### src/rtl/rate_div_pkg.sv
// Shared constants for the rate divider.
// Holds the period floor and default widths.
package rate_div_pkg;

  localparam int MIN_PERIOD = 2;
  localparam int DEF_CNT_W  = 28;
  localparam int DEF_LVL_W  = 2;

endpackage

### src/rtl/rate_divider_if.sv
// Control/status bundle for the rate divider.
// The master drives controls; the slave returns tick and sq.
interface rate_divider_if
  import rate_div_pkg::*;
#(
  parameter int NUM_CH = 4,
  parameter int CNT_W  = DEF_CNT_W,
  parameter int LVL_W  = DEF_LVL_W
);

  logic                    en;
  logic                    sync_clr;
  logic [LVL_W-1:0]        level;
  logic [NUM_CH*CNT_W-1:0] div_val;
  logic [NUM_CH-1:0]       tick;
  logic [NUM_CH-1:0]       sq;

  modport master (
    output en, sync_clr, level, div_val,
    input  tick, sq
  );

  modport slave (
    input  en, sync_clr, level, div_val,
    output tick, sq
  );

endinterface

### src/rtl/rate_divider_ch.sv
// One divider channel: period latched at period start,
// combinational tick, registered square wave.
module rate_divider_ch
  import rate_div_pkg::*;
#(
  parameter int CNT_W   = DEF_CNT_W,
  parameter int LVL_W   = DEF_LVL_W,
  parameter bit USE_LVL = 1'b0
) (
  input  logic             clk,
  input  logic             clr_n,
  input  logic             i_en,
  input  logic             i_sync_clr,
  input  logic [LVL_W-1:0] i_level,
  input  logic [CNT_W-1:0] i_div,
  output logic             o_tick,
  output logic             o_sq
);

  localparam logic [CNT_W-1:0] MINP = CNT_W'(MIN_PERIOD);
  localparam logic [CNT_W-1:0] ONE  = CNT_W'(1);

  logic [CNT_W-1:0] r_cnt;
  logic [CNT_W-1:0] r_per;
  logic             r_sq;

  logic [CNT_W-1:0] w_shf;
  logic [CNT_W-1:0] w_preq;
  logic [CNT_W-1:0] w_per;
  logic [CNT_W-1:0] w_last;
  logic [CNT_W-1:0] w_half;
  logic             w_start;
  logic             w_wrap;

  assign w_shf   = USE_LVL ? (i_div >> i_level) : i_div;
  assign w_preq  = (w_shf < MINP) ? MINP : w_shf;
  assign w_start = (r_cnt == '0);
  // At period start the fresh request governs this period
  assign w_per   = w_start ? w_preq : r_per;
  assign w_last  = w_per - ONE;
  assign w_half  = w_per >> 1;
  assign w_wrap  = (r_cnt == w_last);

  assign o_tick = i_en & w_wrap;
  assign o_sq   = r_sq;

  always_ff @(posedge clk or negedge clr_n) begin
    if (!clr_n) begin
      r_cnt <= '0;
      r_per <= MINP;
      r_sq  <= 1'b0;
    end else if (i_sync_clr) begin
      r_cnt <= '0;
      r_sq  <= 1'b1;
    end else if (i_en) begin
      if (w_start) r_per <= w_preq;
      r_sq  <= (r_cnt < w_half);
      r_cnt <= w_wrap ? '0 : r_cnt + ONE;
    end
  end

endmodule

### src/rtl/rate_divider.sv
// Multi-channel clock-enable rate divider.
// Each channel divides clk by its own (optionally level-scaled) period.
module rate_divider
  import rate_div_pkg::*;
#(
  parameter int              NUM_CH   = 4,
  parameter int              CNT_W    = DEF_CNT_W,
  parameter int              LVL_W    = DEF_LVL_W,
  parameter logic [NUM_CH-1:0] LVL_MASK = '0
) (
  input  logic         clk,
  input  logic         clr_n,
  rate_divider_if.slave bus
);

  logic [NUM_CH-1:0] w_tick;
  logic [NUM_CH-1:0] w_sq;

  for (genvar ch = 0; ch < NUM_CH; ch++) begin : g_ch
    rate_divider_ch #(
      .CNT_W   (CNT_W),
      .LVL_W   (LVL_W),
      .USE_LVL (LVL_MASK[ch])
    ) u_ch (
      .clk        (clk),
      .clr_n      (clr_n),
      .i_en       (bus.en),
      .i_sync_clr (bus.sync_clr),
      .i_level    (bus.level),
      .i_div      (bus.div_val[ch*CNT_W +: CNT_W]),
      .o_tick     (w_tick[ch]),
      .o_sq       (w_sq[ch])
    );
  end

  assign bus.tick = w_tick;
  assign bus.sq   = w_sq;

endmodule

### src/flat_wrapper.sv
// flat-port wrapper written by rule: the top's interface ports become plain ports
module rate_divider_flat import rate_div_pkg::*;
#(
  parameter int              NUM_CH   = 4,
  parameter int              CNT_W    = DEF_CNT_W,
  parameter int              LVL_W    = DEF_LVL_W,
  parameter logic [NUM_CH-1:0] LVL_MASK = '0
)
  (clk, clr_n, bus_en, bus_sync_clr, bus_level, bus_div_val, bus_tick, bus_sq);
  rate_divider_if #(.NUM_CH(NUM_CH), .CNT_W(CNT_W), .LVL_W(LVL_W)) bus_i ();
  input  logic clk;
  input  logic clr_n;
  input wire logic [$bits(bus_i.en)-1:0] bus_en;
  input wire logic [$bits(bus_i.sync_clr)-1:0] bus_sync_clr;
  input wire logic [$bits(bus_i.level)-1:0] bus_level;
  input wire logic [$bits(bus_i.div_val)-1:0] bus_div_val;
  output wire logic [$bits(bus_i.tick)-1:0] bus_tick;
  output wire logic [$bits(bus_i.sq)-1:0] bus_sq;
  assign bus_i.en = bus_en;
  assign bus_i.sync_clr = bus_sync_clr;
  assign bus_i.level = bus_level;
  assign bus_i.div_val = bus_div_val;
  assign bus_tick = bus_i.tick;
  assign bus_sq = bus_i.sq;
  rate_divider #(.NUM_CH(NUM_CH), .CNT_W(CNT_W), .LVL_W(LVL_W), .LVL_MASK(LVL_MASK)) u_core (.clk(clk), .clr_n(clr_n), .bus(bus_i));
endmodule
### config.mk
export PLATFORM = sky130hd
export DESIGN_NAME = rate_divider_flat
export DESIGN_NICKNAME = d
export VERILOG_FILES = /design/src/rtl/rate_div_pkg.sv /design/src/rtl/rate_divider_if.sv /design/src/rtl/rate_divider_ch.sv /design/src/rtl/rate_divider.sv /design/src/flat_wrapper.sv
export SDC_FILE = /design/constraint.sdc
export NUM_CORES = 1
export LEC_CHECK = 0
export CAP_MARGIN = 20
export CORE_ASPECT_RATIO = 0.7
export CORE_MARGIN = 2
export CORE_UTILIZATION = 47
export CTS_CLUSTER_SIZE = 8
export DETAILED_ROUTE_END_ITERATION = 6
export GPL_ROUTABILITY_DRIVEN = 0
export GPL_TIMING_DRIVEN = 0
export PLACE_DENSITY = 0.72
export SLEW_MARGIN = 20
export SYNTH_ARGS = -nofsm -noshare
export SYNTH_HDL_FRONTEND = slang
export SYNTH_SLANG_ARGS = --single-unit
### constraint.sdc
create_clock -name clk -period 8.1 [get_ports clk]
set_input_delay 1.62 -clock clk [delete_from_list [all_inputs] [get_ports clk]]
set_output_delay 1.62 -clock clk [all_outputs]
set_load 0.02 [all_outputs]
# After elaboration in Yosys (flattened, before gate mapping)

Index checks and enable logic that the tools add are counted.

$add $sub $neg: 8
Order comparisons: 8
Equality and inequality tests: 4
Mux-type cells: 28
Bitwise operators: 5
Reductions and logical operators: 6

Operators with widths:

| operator                                            | count |
|---|---|
| 2-to-1 mux 28 bit                                   | 20 |
| adder 28 x 1 -> 28 bit, second input constant       | 4 |
| equality test 28 bit                                | 4 |
| zero test 28 bit                                    | 4 |
| < comparator 28 x 2 -> 1 bit, second input constant | 4 |
| < comparator 28 x 27 -> 1 bit                       | 4 |
| subtractor 28 x 1 -> 28 bit, second input constant  | 4 |
| 2-to-1 mux 1 bit                                    | 8 |
| AND 1 bit                                           | 4 |
| AND reduction 2 bit                                 | 1 |
| nonzero test 2 bit                                  | 1 |
| inverter 1 bit                                      | 1 |

Register bits: 228
Output and inout bits: 8
Word-level logic and storage cells: 71

# Longest topological paths before layout

Word-level depth: 8
Mapped depth: 25

# By module

Synthesis repeated with hierarchy kept, for this count alone.

Cell total of the unflattened synthesis: 2841
Area, all modules: 22365.2 µm²

Modules (own cells, without submodules):

| module                                    | times used | cells an instance | area an instance (µm²) | seq. area each (µm²) |
|---|---|---|---|---|
| rate_divider_ch (u_core.g_ch[0].u_ch ...) | 3          | 720               | 5664.2                 | 1427.6 |
| rate_divider_ch (u_core.g_ch[3].u_ch)     | 1          | 681               | 5372.7                 | 1427.6 |

# Worst setup path after synthesis

OpenSTA, ideal clock, no wires.

Path type: input port to output port
Start point: input port bus_div_val[50]
End point: output port bus_tick[1]
Arrival time: 6.160 ns
Data required time: 6.480 ns
Setup slack: 0.320 ns
Stages: 18
Buffers on the path: 3
Cells stage by stage: or3_1 -> or4_1 -> nor4_1 -> o31a_1 -> ha_1 -> or4b_1 -> clkbuf_1 -> or3_1 -> clkbuf_1 -> o31a_1 -> nor3_1 -> nor3_1 -> nor2_1 -> nand4_1 -> or4b_2 -> a2111oi_0 -> and2_1 -> buf_4

Word-level cells in the longest chain between the ends: 6

RTL lines:

| what                          | line                  | text |
|---|---|---|
| from (decl)                   | flat_wrapper.sv:16    | `input wire logic [$bits(bus_i.div_val)-1:0] bus_div_val;` |
| < comparator 28 x 2 -> 1 bit  | rate_divider_ch.sv:36 | `assign w_preq = (w_shf < MINP) ? MINP : w_shf;` |
| 2-to-1 mux 28 bit *           | rate_divider_ch.sv:36 |  |
| 2-to-1 mux 28 bit *           | -                     |  |
| subtractor 28 x 1 -> 28 bit * | rate_divider_ch.sv:40 | `assign w_last = w_per - ONE;` |
| equality test 28 bit *        | rate_divider_ch.sv:42 | `assign w_wrap = (r_cnt == w_last);` |
| AND 1 bit *                   | rate_divider_ch.sv:44 | `assign o_tick = i_en & w_wrap;` |
| to (decl)                     | flat_wrapper.sv:17    | `output wire logic [$bits(bus_i.tick)-1:0] bus_tick;` |

Every way passes the cells marked *; elsewhere a longest branch is shown, timed or not.

# Worst setup path in the final report

Ends and elaborated chain as after synthesis.

==> results.yml <==
worst_setup_path:
  cp_slowest_cell: "or4_4"
  start_kind: "primary input"
  worst_r2r_startpoint: "u_core.g_ch[1].u_ch.r_cnt[10]"
  path_cells: "dlygate4sd2_1 -> or3_4 -> or4_4 -> nor4_4 -> o31a_1 -> ha_2 -> or4b_4 -> or3_4 -> a21oi_2 -> a221o_1 -> nand4_1 -> a22oi_2 -> nand2_1 -> or4b_4 -> a2111oi_4 -> and2_4 -> buf_4 -> buf_4"
  cpPeakStageDelay_ns: 0.55
  rr_worst_depth: 21
  reg2reg_slack_ns: 1.45
  crit_path_end_kind: "output port"
  critPathArrivalTime_ns: 6.62
  crit_type: "in -> out"
  cp_max_fo: 8
  reg2reg_to: "u_core.g_ch[1].u_ch.r_cnt[13]"
  critPathRequiredTime_ns: 6.48
drt:
  drt-pass1-iter-count: 7
  vias_per_cell: 6.85
  wl_um: 82500
  via_count: 24672
  drtAntennaViolNets: 0
  drtIter0Drc: 3738
  wire_per_inst_um: 22.9
  remaining_drc_errors: 50
timing:
  maxSlewHeadroom: 0.245
  setup_violations: 2
  layout_setup_ws_ns: -0.135
  period_share: 1.02
  fmaxAchievable_mhz: 121
  final.setup_skew_ns: 0.0240
  period_minus_slack_ns: 8.24
  rsz0062_at_grt: "yes"
  hold_viol: 0
  slew_violations: 0
  worst_slew_pin_slew_ns: 1.13
power_and_ir_drop:
  p_total_mw: 4.29
  powerDensity_nw_per_um2: 166
  p_leak_nw: 10.6
  ir_drop_mv: 0.106
synthesis:
  avgSynthCellArea_um2: 7.83
  ys.flop_type: "dfrtp_1"
  synthCells: 2795
  seq_area_frac_synth: 0.261
  synth_nets: 3029
  synth_edf_count: 0
  netlist_area_um2: 21900
  yosysWarnings: 0
  synth.distinct_cells: 93
  async_flop_share: 1.00
  yosys_register_bits: 228
clocking:
  cts_buffers: 34
  clockRootBuffer: "clkbuf_16"
  cts.clk_slew.worst_paths_ns: 0.06
  clk_latency_ns: 0.53
  cts_hold_buffers: 0
  cts_tree: "built"
  clockBufferDepth: 3
  cts_sinks: 228
  htreeDepth: 2
global_route:
  antenna_found_initial: 1
  grt.overflow.total: 0
  grt_max_degree: 99
  grt_pass1_vias: 22617
  track_usage: 0.332
  grt_pass1_wl_um: 127000
placed_design:
  numPortBuffers: 118
  pre_cts_ws_ns: -2.33
  hpwlAfterDp_um: 61600
finish:
  nets: 3206
  area_delta_synth_final_pct: 17.8
  drive_gt1_frac: 0.0893
  fill_cells: 4109
die:
  pin_count: 126
  initial_core_util: 0.474
  fp.dieH_um: 185
  design.die.area_um2: 48300
  die_w_um: 262
  fp-row-count: 66
  core_um2: 46200
run_status:
  outcome: "complete, but fails checks"
  violations: "DRC, setup timing"
worst_hold_path:
  worst_hold_path.endpoint: "u_core.g_ch[3].u_ch.r_per[0]"
  min_path_type: "reg -> reg"
  hold_depth: 2
  min_from: "u_core.g_ch[3].u_ch.r_per[0]"
job:
  cap_violations: 0
## metrics by stage
step	hold slack, ns	instances	cell area [um^2]	TNS [ns]	utilization
2_1_floorplan	0.446	2795	21900	0	-
3_3_place_gp	0.468	3525	23800	-1029.83	0.516
3_5_place_dp	0.473	3527	23900	-5.68	0.517
4_1_cts	0.485	3596	25500	-0.151	0.552
5_1_grt	0.527	3604	25800	-0.240	0.558
6_report	0.483	3604	25800	-0.178	0.558
## area by class of cell
cell class / instances / area (um^2) / area share
plain buffers: 186 / 810 / 0.0314
repair buffers: 150 / 1490 / 0.0577
clock inverters: 1 / 8.76 / 0.000340
diodes: 1 / 2.50 / 0.0000971
multi-input cells: 2319 / 15800 / 0.614
well taps: 612 / 766 / 0.0297
flip-flops and latches: 228 / 5710 / 0.222
clock buffers: 54 / 957 / 0.0371
inverters: 53 / 201 / 0.00782
## synth_stat cells, drive strengths merged, types with 12 or more instances
master | number | area [um^2]
ha | 116 | 1450
nor4 | 117 | 753
a2111oi | 13 | 140
a211oi | 26 | 195
nor4b | 12 | 105
nand4 | 68 | 425
buf | 62 | 323
inv | 53 | 199
dfrtp | 224 | 5610
nor3 | 105 | 526
or3 | 46 | 288
o211ai | 37 | 278
a211o | 14 | 123
and2 | 26 | 163
and3 | 60 | 375
clkbuf | 133 | 499
nand2b | 66 | 413
mux2i | 83 | 835
o22ai | 18 | 113
xnor2 | 98 | 858
xor2 | 72 | 631
or2 | 17 | 106
mux2 | 14 | 158
a21oi | 108 | 541
nor2b | 41 | 257
a31oi | 14 | 87.6
a21boi | 22 | 165
nor3b | 18 | 135
nor2 | 170 | 641
a21o | 45 | 338
and4 | 12 | 105
nand3 | 131 | 656
o21ai | 266 | 1330
nand2 | 266 | 1010
o31ai | 17 | 128
or4 | 39 | 297
## registers in the layout, indices dropped and copies added, names as in the netlist
signal                  cells
u_core.g_ch.u_ch.o_sq       4
u_core.g_ch.u_ch.r_per    112
u_core.g_ch.u_ch.r_cnt    112
## cell usage in the layout (no fill, tap or decap), drive strengths merged, types with 98 or more instances in the layout
cell type  netlist  layout
nand3          131     131
nand2          266     266
o21ai          266     266
nor4           117     117
a21oi          108     108
nor3           105     105
ha             116     116
clkbuf         133     183
dfrtp          224     224
nor2           170     170
xnor2           98      98
## how the worst max path moves through the flow
stage | cells after the start | endpoint | slack, ns | from
6_report | 18 | bus_tick[1] | -0.14 | bus_div_val[50]
5_1_grt | 18 | bus_tick[1] | -0.22 | bus_div_val[50]
4_1_cts | 17 | bus_tick[1] | -0.15 | bus_div_val[50]
3_5_place_dp | 25 | bus_tick[1] | -2.33 | u_core.g_ch[1].u_ch.r_cnt[0]
3_3_place_gp | 1 | u_core.g_ch[2].u_ch.r_per[0] | -4.59 | clr_n
2_1_floorplan | 18 | bus_tick[1] | 0.32 | bus_div_val[50]
## cells by family (layout without fill, tap and decap cells)
logic type	Yosys count	count (layout)	synth area share
compound gates	708	708	0.210
xor+xnor	173	173	0.0711
fa+ha+maj	116	116	0.0663
buf+inv	248	444	0.0467
flops	228	228	0.261
mux	98	98	0.0464
other cells	0	1	0
simple gates	1224	1224	0.298
## metal layers
metal / up-vias / global-route usage / routed length, um
met2: 1844 / 0.466 / 33100
met4: 0 / 0.102 / 2840
met5: - / 0 / 0
met3: 323 / 0.101 / 11900
met1: 11698 / 0.482 / 34700
li1: 10807 / - / -
## critical path: cells and delay by family
kind	cells	cell delay (ns)
AOI/OAI and AO/OA	5	1.03
adders and majority gates	1	0.21
buffers and inverters	3	0.49
and+or+nand+nor	9	3.24
## where the power goes
| part | leakage (nW) | internal, mW | switching (mW) |
|---|---|---|---|
| clock | 0.464 | 0.802 | 0.542 |
| combinational | 7.13 | 0.571 | 0.956 |
| sequential | 3.00 | 1.25 | 0.164 |
| total | 10.6 | 2.63 | 1.66 |
## timing repair
item                                    4_1_cts  5_1_grt
gates cloned                                  0        0
resized for setup                           122       51
endpoints found under the setup margin        4        4
setup buffers                                19       11
pin swaps                                    26       25
(Power assumes the default switching activity.)
